File: src/rtl/register_file.sv
// Multi-register storage with one write port, two combinational read ports,
// optional hardwired-zero register 0, optional write bypass and a one-register-per-cycle clear sweep.
module register_file #(
  parameter int unsigned WIDTH    = 8,
  parameter int unsigned DEPTH    = 4,
  parameter bit          ZERO_REG = 1'b0,
  parameter bit          BYPASS   = 1'b1,
  localparam int unsigned ADDR_W  = $clog2(DEPTH)
) (
  input  logic              clk,
  input  logic              reset,
  input  logic              write,
  input  logic [ADDR_W-1:0] write_addr,
  input  logic [WIDTH-1:0]  data_in,
  input  logic [ADDR_W-1:0] read_addr_a,
  input  logic [ADDR_W-1:0] read_addr_b,
  output logic [WIDTH-1:0]  data_out_a,
  output logic [WIDTH-1:0]  data_out_b,
  input  logic              clear,
  output logic              busy,
  output logic              write_err
);

  typedef enum logic {
    ST_IDLE  = 1'b0,
    ST_CLEAR = 1'b1
  } state_t;

  localparam logic [ADDR_W:0]   LP_DEPTH = (ADDR_W + 1)'(DEPTH);
  localparam logic [ADDR_W-1:0] LP_LAST  = ADDR_W'(DEPTH - 1);

  state_t             r_state;
  state_t             w_state_nxt;
  logic [ADDR_W-1:0]  r_idx;
  logic [ADDR_W-1:0]  w_idx_nxt;
  logic               r_write_err;
  logic               w_write_err_nxt;
  logic [WIDTH-1:0]   r_mem [DEPTH];

  logic               w_wr_in_range;
  logic               w_wr_zero;
  logic               w_wr_commit;
  logic [ADDR_W-1:0]  w_raddr [2];
  logic [WIDTH-1:0]   w_rdata [2];

  assign w_wr_in_range = ({1'b0, write_addr} < LP_DEPTH);
  assign w_wr_zero     = ZERO_REG && (write_addr == {ADDR_W{1'b0}});
  // A write lands only from IDLE with no clear request competing for the same edge.
  assign w_wr_commit   = (r_state == ST_IDLE) && !clear && write && w_wr_in_range && !w_wr_zero;

  // Next-state, sweep index and dropped-write flag.
  always_comb begin
    w_state_nxt     = r_state;
    w_idx_nxt       = r_idx;
    w_write_err_nxt = 1'b0;
    case (r_state)
      ST_IDLE: begin
        if (clear) begin
          w_state_nxt     = ST_CLEAR;
          w_idx_nxt       = {ADDR_W{1'b0}};
          w_write_err_nxt = write;
        end else begin
          w_write_err_nxt = write && !w_wr_in_range;
        end
      end
      ST_CLEAR: begin
        w_write_err_nxt = write;
        if (r_idx == LP_LAST) begin
          w_state_nxt = ST_IDLE;
          w_idx_nxt   = {ADDR_W{1'b0}};
        end else begin
          w_idx_nxt   = r_idx + ADDR_W'(1);
        end
      end
      default: begin
        w_state_nxt = ST_IDLE;
        w_idx_nxt   = {ADDR_W{1'b0}};
      end
    endcase
  end

  // Control state registers.
  always_ff @(posedge clk) begin
    if (reset) begin
      r_state     <= ST_IDLE;
      r_idx       <= {ADDR_W{1'b0}};
      r_write_err <= 1'b0;
    end else begin
      r_state     <= w_state_nxt;
      r_idx       <= w_idx_nxt;
      r_write_err <= w_write_err_nxt;
    end
  end

  // Storage array: the sweep zeroes one entry per edge, otherwise accept the committed write.
  always_ff @(posedge clk) begin
    if (reset) begin
      for (int unsigned i = 0; i < DEPTH; i++) begin
        r_mem[i] <= '0;
      end
    end else if (r_state == ST_CLEAR) begin
      r_mem[r_idx] <= '0;
    end else if (w_wr_commit) begin
      r_mem[write_addr] <= data_in;
    end else begin
      r_mem <= r_mem;
    end
  end

  assign w_raddr[0] = read_addr_a;
  assign w_raddr[1] = read_addr_b;

  // Read ports: out-of-range and the zero register read 0; bypass shows data_in before the edge.
  always_comb begin
    for (int p = 0; p < 2; p++) begin
      w_rdata[p] = '0;
      if ({1'b0, w_raddr[p]} >= LP_DEPTH) begin
        w_rdata[p] = '0;
      end else if (ZERO_REG && (w_raddr[p] == {ADDR_W{1'b0}})) begin
        w_rdata[p] = '0;
      end else if (BYPASS && w_wr_commit && (w_raddr[p] == write_addr)) begin
        w_rdata[p] = data_in;
      end else begin
        w_rdata[p] = r_mem[w_raddr[p]];
      end
    end
  end

  assign data_out_a = w_rdata[0];
  assign data_out_b = w_rdata[1];
  assign busy       = (r_state == ST_CLEAR);
  assign write_err  = r_write_err;

endmodule
File: config.mk
export PLATFORM = sky130hd
export DESIGN_NAME = register_file
export DESIGN_NICKNAME = d
export VERILOG_FILES = /design/src/rtl/register_file.sv
export SDC_FILE = /design/constraint.sdc
export NUM_CORES = 1
export LEC_CHECK = 0
export CORE_MARGIN = 2
export CORE_UTILIZATION = 50
export DETAILED_ROUTE_END_ITERATION = 7
export PLACE_DENSITY = 0.77
export SKIP_LAST_GASP = 1
export SLEW_MARGIN = 20
export SYNTH_ARGS = -nofsm -noshare
export SYNTH_HDL_FRONTEND = slang
export SYNTH_SLANG_ARGS = --single-unit
File: constraint.sdc
create_clock -name clk -period 3.7 [get_ports clk]
set_input_delay 0.925 -clock clk [delete_from_list [all_inputs] [get_ports clk]]
set_output_delay 0.925 -clock clk [all_outputs]
set_load 0.02 [all_outputs]
---- Word-level counts from Yosys, hierarchy flattened ----
Index checks and enable logic that the tools add are counted.
W data, S select, Z words.
storage, ports and cells
  flip-flop bits (word level) ............. 36
  bits of input ports ..................... 18
  output and inout bits ................... 18
  word-level logic and storage cells ...... 56
cells by class
  $add $sub $neg .......................... 1
  magnitude comparators ................... 6
  equality and inequality tests ........... 4
  muxes and demuxes ....................... 23
  bitwise logic cells ..................... 7
  reduce and logical (&&, ||, !) cells .... 8
operators with widths
  operator               count
  $mux W32               2
  $mux W8                8
  $and A32 B32 Y32       1
  $bmux W8 S2            2
  $bwmux W32             1
  $demux W8 S2           2
  $not A32 Y32           1
  $ge A3 B3 Y1 const B   4
  $not A2 Y3             4
  $logic_and A1 B1 Y1    6
  $lt A3 B1 Y1 const B   2
  $eq A2 B2 Y1           2
  $mux W2                2
  $pmux W1 S2            2
  $pmux W2 S2            1
  $mux W1                3
  $add A2 B1 Y2 const B  1
  $eq A2 B2 Y1 const B   1
  $ne A2 B2 Y1 const B   1
  $reduce_bool A2 Y1     1
  $logic_not A1 Y1       1
  $not A1 Y1             1

---- Logic depth before layout (Yosys ltp) ----
  depth in word-level cells ............... 8
  depth in mapped cells ................... 6
  mapped depth without buffers ............ 5

---- Worst setup path before layout ----
OpenSTA, ideal clock, no wires.
  path type ............................... input-to-output
  from .................................... input port read_addr_a[1]
  to ...................................... output port data_out_a[0]
  arrival time ............................ 1,989 ps
  required time ........................... 2,775 ps
  path slack .............................. 786 ps
  cell stages on the path ................. 3
  buffers on the path ..................... 1
  cell sequence ........................... buf_2 mux4_2 mux2_2
on the way
  cells in the longest elaborated chain, start to end .. 5
  elaborated cells on any way between the ends .. 7
  those cells by class .................... 1 x eq/ne; 4 x mux; 1 x bitwise; 1 x reduce/logical
RTL lines
  item                                        line  text
  start: declaration                          15    input logic [ADDR_W-1:0] read_addr_a,
  $not A2 Y3 (not written as such)            124   w_rdata[p] = r_mem[w_raddr[p]];
  $bmux W8 S2                                 124
  $mux W8 (not written as such) (2 in a row)  124
  $mux W8 *                                   121   end else if (BYPASS && w_wr_commit && (w_raddr[p] == write_addr)) begin
  end: declaration                            17    output logic [WIDTH-1:0] data_out_a,
Every way passes the cells marked *; elsewhere a longest branch is shown, timed or not. The select of a mux whose other input is x is not followed.

---- Worst setup path in the final report ----
  from .................................... input port read_addr_b[1]
  to ...................................... output port data_out_b[2]
on the way
  cells in the longest elaborated chain, start to end .. 5
  elaborated cells on any way between the ends .. 7
  those cells by class .................... 1 x eq/ne; 4 x mux; 1 x bitwise; 1 x reduce/logical
RTL lines
  item                                        line  text
  start: declaration                          16    input logic [ADDR_W-1:0] read_addr_b,
  $not A2 Y3 (not written as such)            124
  $bmux W8 S2                                 124
  $mux W8 (not written as such) (2 in a row)  124
  $mux W8 *                                   121
  end: declaration                            18    output logic [WIDTH-1:0] data_out_b,
Marked as above.

==> run_results.csv <==
group,metric,value,unit
synth,synth-seq-cells,36,
grt,grt_pass1_wl,10600,um
grt,grt_pass1_vias,2140,
synth,synth_compound_area_share,15.9,%
clock_tree,numCtsBuffers,5,
synth,synth_top_cell_by_area,"dfxtp_1",
sta,max_freq,276,MHz
synth,muxShareOfSynthArea,25.5,%
sta,finalHoldViolCount,0,
power,p_per_area,334,nW/um^2
placement,hpwl,4070,um
clock_tree,holdBufCountCts,0,
synth,synth_top_family_by_area,"multiplexers",
synth,avgSynthCellArea,9.95,sq um
placement,dp.cells,304,
synth,netlist_top_cells_area,"dfxtp_1, mux4_2, mux2_2, o211ai_1, a21oi_1",
synth,yosys.area_share.adder,2.28,%
sta,grt_setup_unrepaired,"false",
synth,synth_edf_count,0,
die,dieWidth,70.3,um
clock_tree,tritoncts,"yes",
power,p_leak,1.05,nW
drt,drtIter0Drc,308,
drt,antenna_left,0,
grt,grt_max_degree,37,
sta,setup_tns,0,ns
placement,port_buffers,35,
die,die_area,4950,sq um
die,start_util,51.2,%
placement,pre_cts_ws,-0.140,ns
worst_setup_path,critical_path_buf_inv_count,3,
clock_tree,clock_latency,0.30,ns
clock_tree,clockBufferDepth,2,
synth,yosys.area_share.simple,16.0,%
synth,netlist-cell-type-count,28,
die,core_area,4290,sq um
power,p_sw,0.257,mW
drt,wire_per_inst,20.0,um
clock_tree,clockRootBuffer,"clkbuf_8",
power,comb_power_share,17.9,%
drt,drt_wl_total,6250,um
layout,nets,281,
worst_setup_path,path_delay_family,"buffers and inverters",
worst_setup_path,worstPathCellList,"clkdlybuf4s50_1, buf_12, mux4_2, mux2_2, dlygate4sd2_1",
die,rows,24,
layout,diodes,0,
sta,finalCritPeriodShare,97.7,%
power,irDropWorstVdd,157,uV
sta,setup_viol_count_final,0,
synth,ys_seq_area_share,32.8,%
die,die_h,70.3,um
drt,dr_total_vias,2053,
layout,drive_above_1_share,25.0,%
layout,final_cells,312,
worst_setup_path,critPathMaxStageDelay,0.51,ns
outcome,status,"completed",
synth,synth_top_flop_cell,"dfxtp_1",
worst_setup_path,start_kind,"input port",
worst_setup_path,crit_type,"in -> out",
power,clkPwrFrac,38.6,%
worst_setup_path,arrival,2.69,ns
synth,synth.top_cell.area_share,32.8,%
clock_tree,clk_pin_slew,0.07,ns
layout,layout_common_cells,"dfxtp_1, a21oi_1, nand3_1, o211ai_1",
worst_setup_path,cp_data_required_time,2.77,ns
clock_tree,htreeDepth,2,
sta,post-route-min-period,3.62,ns
synth,async_reset_ff_share,0,%
power,swShare,27.8,%
synth,netlist_area,2200,sq um
synth,postSynthCellCount,221,
sta,slew_viol_final,0,
worst_hold_path,hp-class,"reg -> reg",
layout,layout_commonest_cell,"dfxtp_1",
grt,track_usage,27.2,%
sta,setup_ws,0.0833,ns
grt,overflow,0,
synth,synthXorXnorAreaFrac,1.59,%
synth,syn_nets,243,
drt,route.detailed.drc,0,
worst_setup_path,crit_fanout,9,
worst_setup_path,worst_setup_path_end_kind,"output pin",
job,cap_violations,0,
placement,place_congestion,0.915,
die,io_pins,36,
sta,maxSlewHeadroom,41.9,%
power,intPower,0.666,mW
layout,fillers,363,
worst_setup_path,cp_slowest_cell,"clkdlybuf4s50_1",
drt,routed_via_density,6.58,
clock_tree,clkSinkCount,36,
power,pwr-share-seq,43.5,%
synth,yosys_warnings,0,
grt,antenna_found_initial,0,
drt,drt_first_pass_iters,5,
sta,worst_pin_slew,0.872,ns
sta,clock_skew,0.00740,ns
layout,syn2layout_area_growth,25.7,%
-- through the flow --
stage | total power, mW | cell area, sq um | util (%) | hold slack, ns
6_report | 0.923 | 2760 | 64.4 | 0.479
2_1_floorplan | 0.502 | 2200 | - | 0.443
4_1_cts | 0.924 | 2760 | 64.3 | 0.472
5_1_grt | 0.950 | 2760 | 64.4 | 0.488
3_3_place_gp | 0.575 | 2660 | 61.9 | 0.454
3_5_place_dp | 0.576 | 2660 | 61.9 | 0.462
-- kinds of logic (layout without fill, tap and decap cells) --
kind of cell               count (synthesis)  after routing
muxes                                     34             34
AOI/OAI and AO/OA                         58             58
buffers and inverters                     25             64
DFF                                       36             36
adders and majority gates                  4              4
and+or+nand+nor                           60             60
xor gates and xnor gates                   4              4
-- layer usage --
layer,share of wire [%],GRT usage (%)
met2,48,44.0
met5,0,0
met1,40,35.5
met4,2.4,10.9
met3,9.7,5.48
-- state kept, by name, summed over array words and instances, names as in the netlist --
register / flops
busy: 1
write_err: 1
r_idx: 2
r_mem: 32
-- worst min-delay path, cell delays in order (launching register included) --
cell and delay [ns]:
dfxtp_1 0.32, nand2_1 0.05, o21ai_0 0.06
-- path summary, 6_finish.rpt --
path	startpoint	cells after the start	to	slack, ns
worst min register to register	r_mem[0]$_SDFFE_PP0P_	2	r_mem[0]$_SDFFE_PP0P_	0.48
worst max-delay path	read_addr_b[1]	5	data_out_b[2]	0.08
worst min-delay path	r_mem[0]$_SDFFE_PP0P_	2	r_mem[0]$_SDFFE_PP0P_	0.48
worst max register to register	busy$_SDFF_PP0_	4	r_mem[3]$_SDFFE_PP0P_	1.94
-- cells in the mapped netlist, types with 2 or more instances --
library cell / number
nand3_1: 24
nand4b_1: 8
buf_6: 3
mux2i_1: 2
o21ai_0: 8
xnor2_1: 4
nand2_1: 11
nand4_2: 2
nor3b_1: 2
mux4_2: 16
ha_1: 4
o211ai_1: 24
clkbuf_1: 7
nor2_1: 5
buf_2: 11
a21oi_1: 26
inv_1: 3
mux2_2: 16
dfxtp_1: 36
-- what timing repair did --
item                                   4_1_cts  5_1_grt
setup endpoints to repair                   16        1
cloned                                       0        0
resized for setup                           19        1
setup buffers                                0        0
endpoints found under the hold margin        0        0
-- power groups by stage --
stage               Sequential, mW  Combinational (mW)  Clock (mW)
global route                 0.402               0.176       0.372
floorplan                    0.410              0.0918           0
CTS                          0.401               0.164       0.359
detailed placement           0.410               0.166           0
global placement             0.410               0.165           0
finish                       0.401               0.165       0.356
-- area by class of cell --
type | count | area, sq um | area share [%]
clock buffer | 5 | 68.8 | 2.49
clock inverter | 3 | 42.5 | 1.54
inverter | 3 | 11.3 | 0.407
tap | 52 | 65.1 | 2.35
multi-input combinational | 160 | 1360 | 49.3
timing repair buffer | 53 | 492 | 17.8
sequential | 36 | 721 | 26.1
Power figures use the tool's default switching activity.
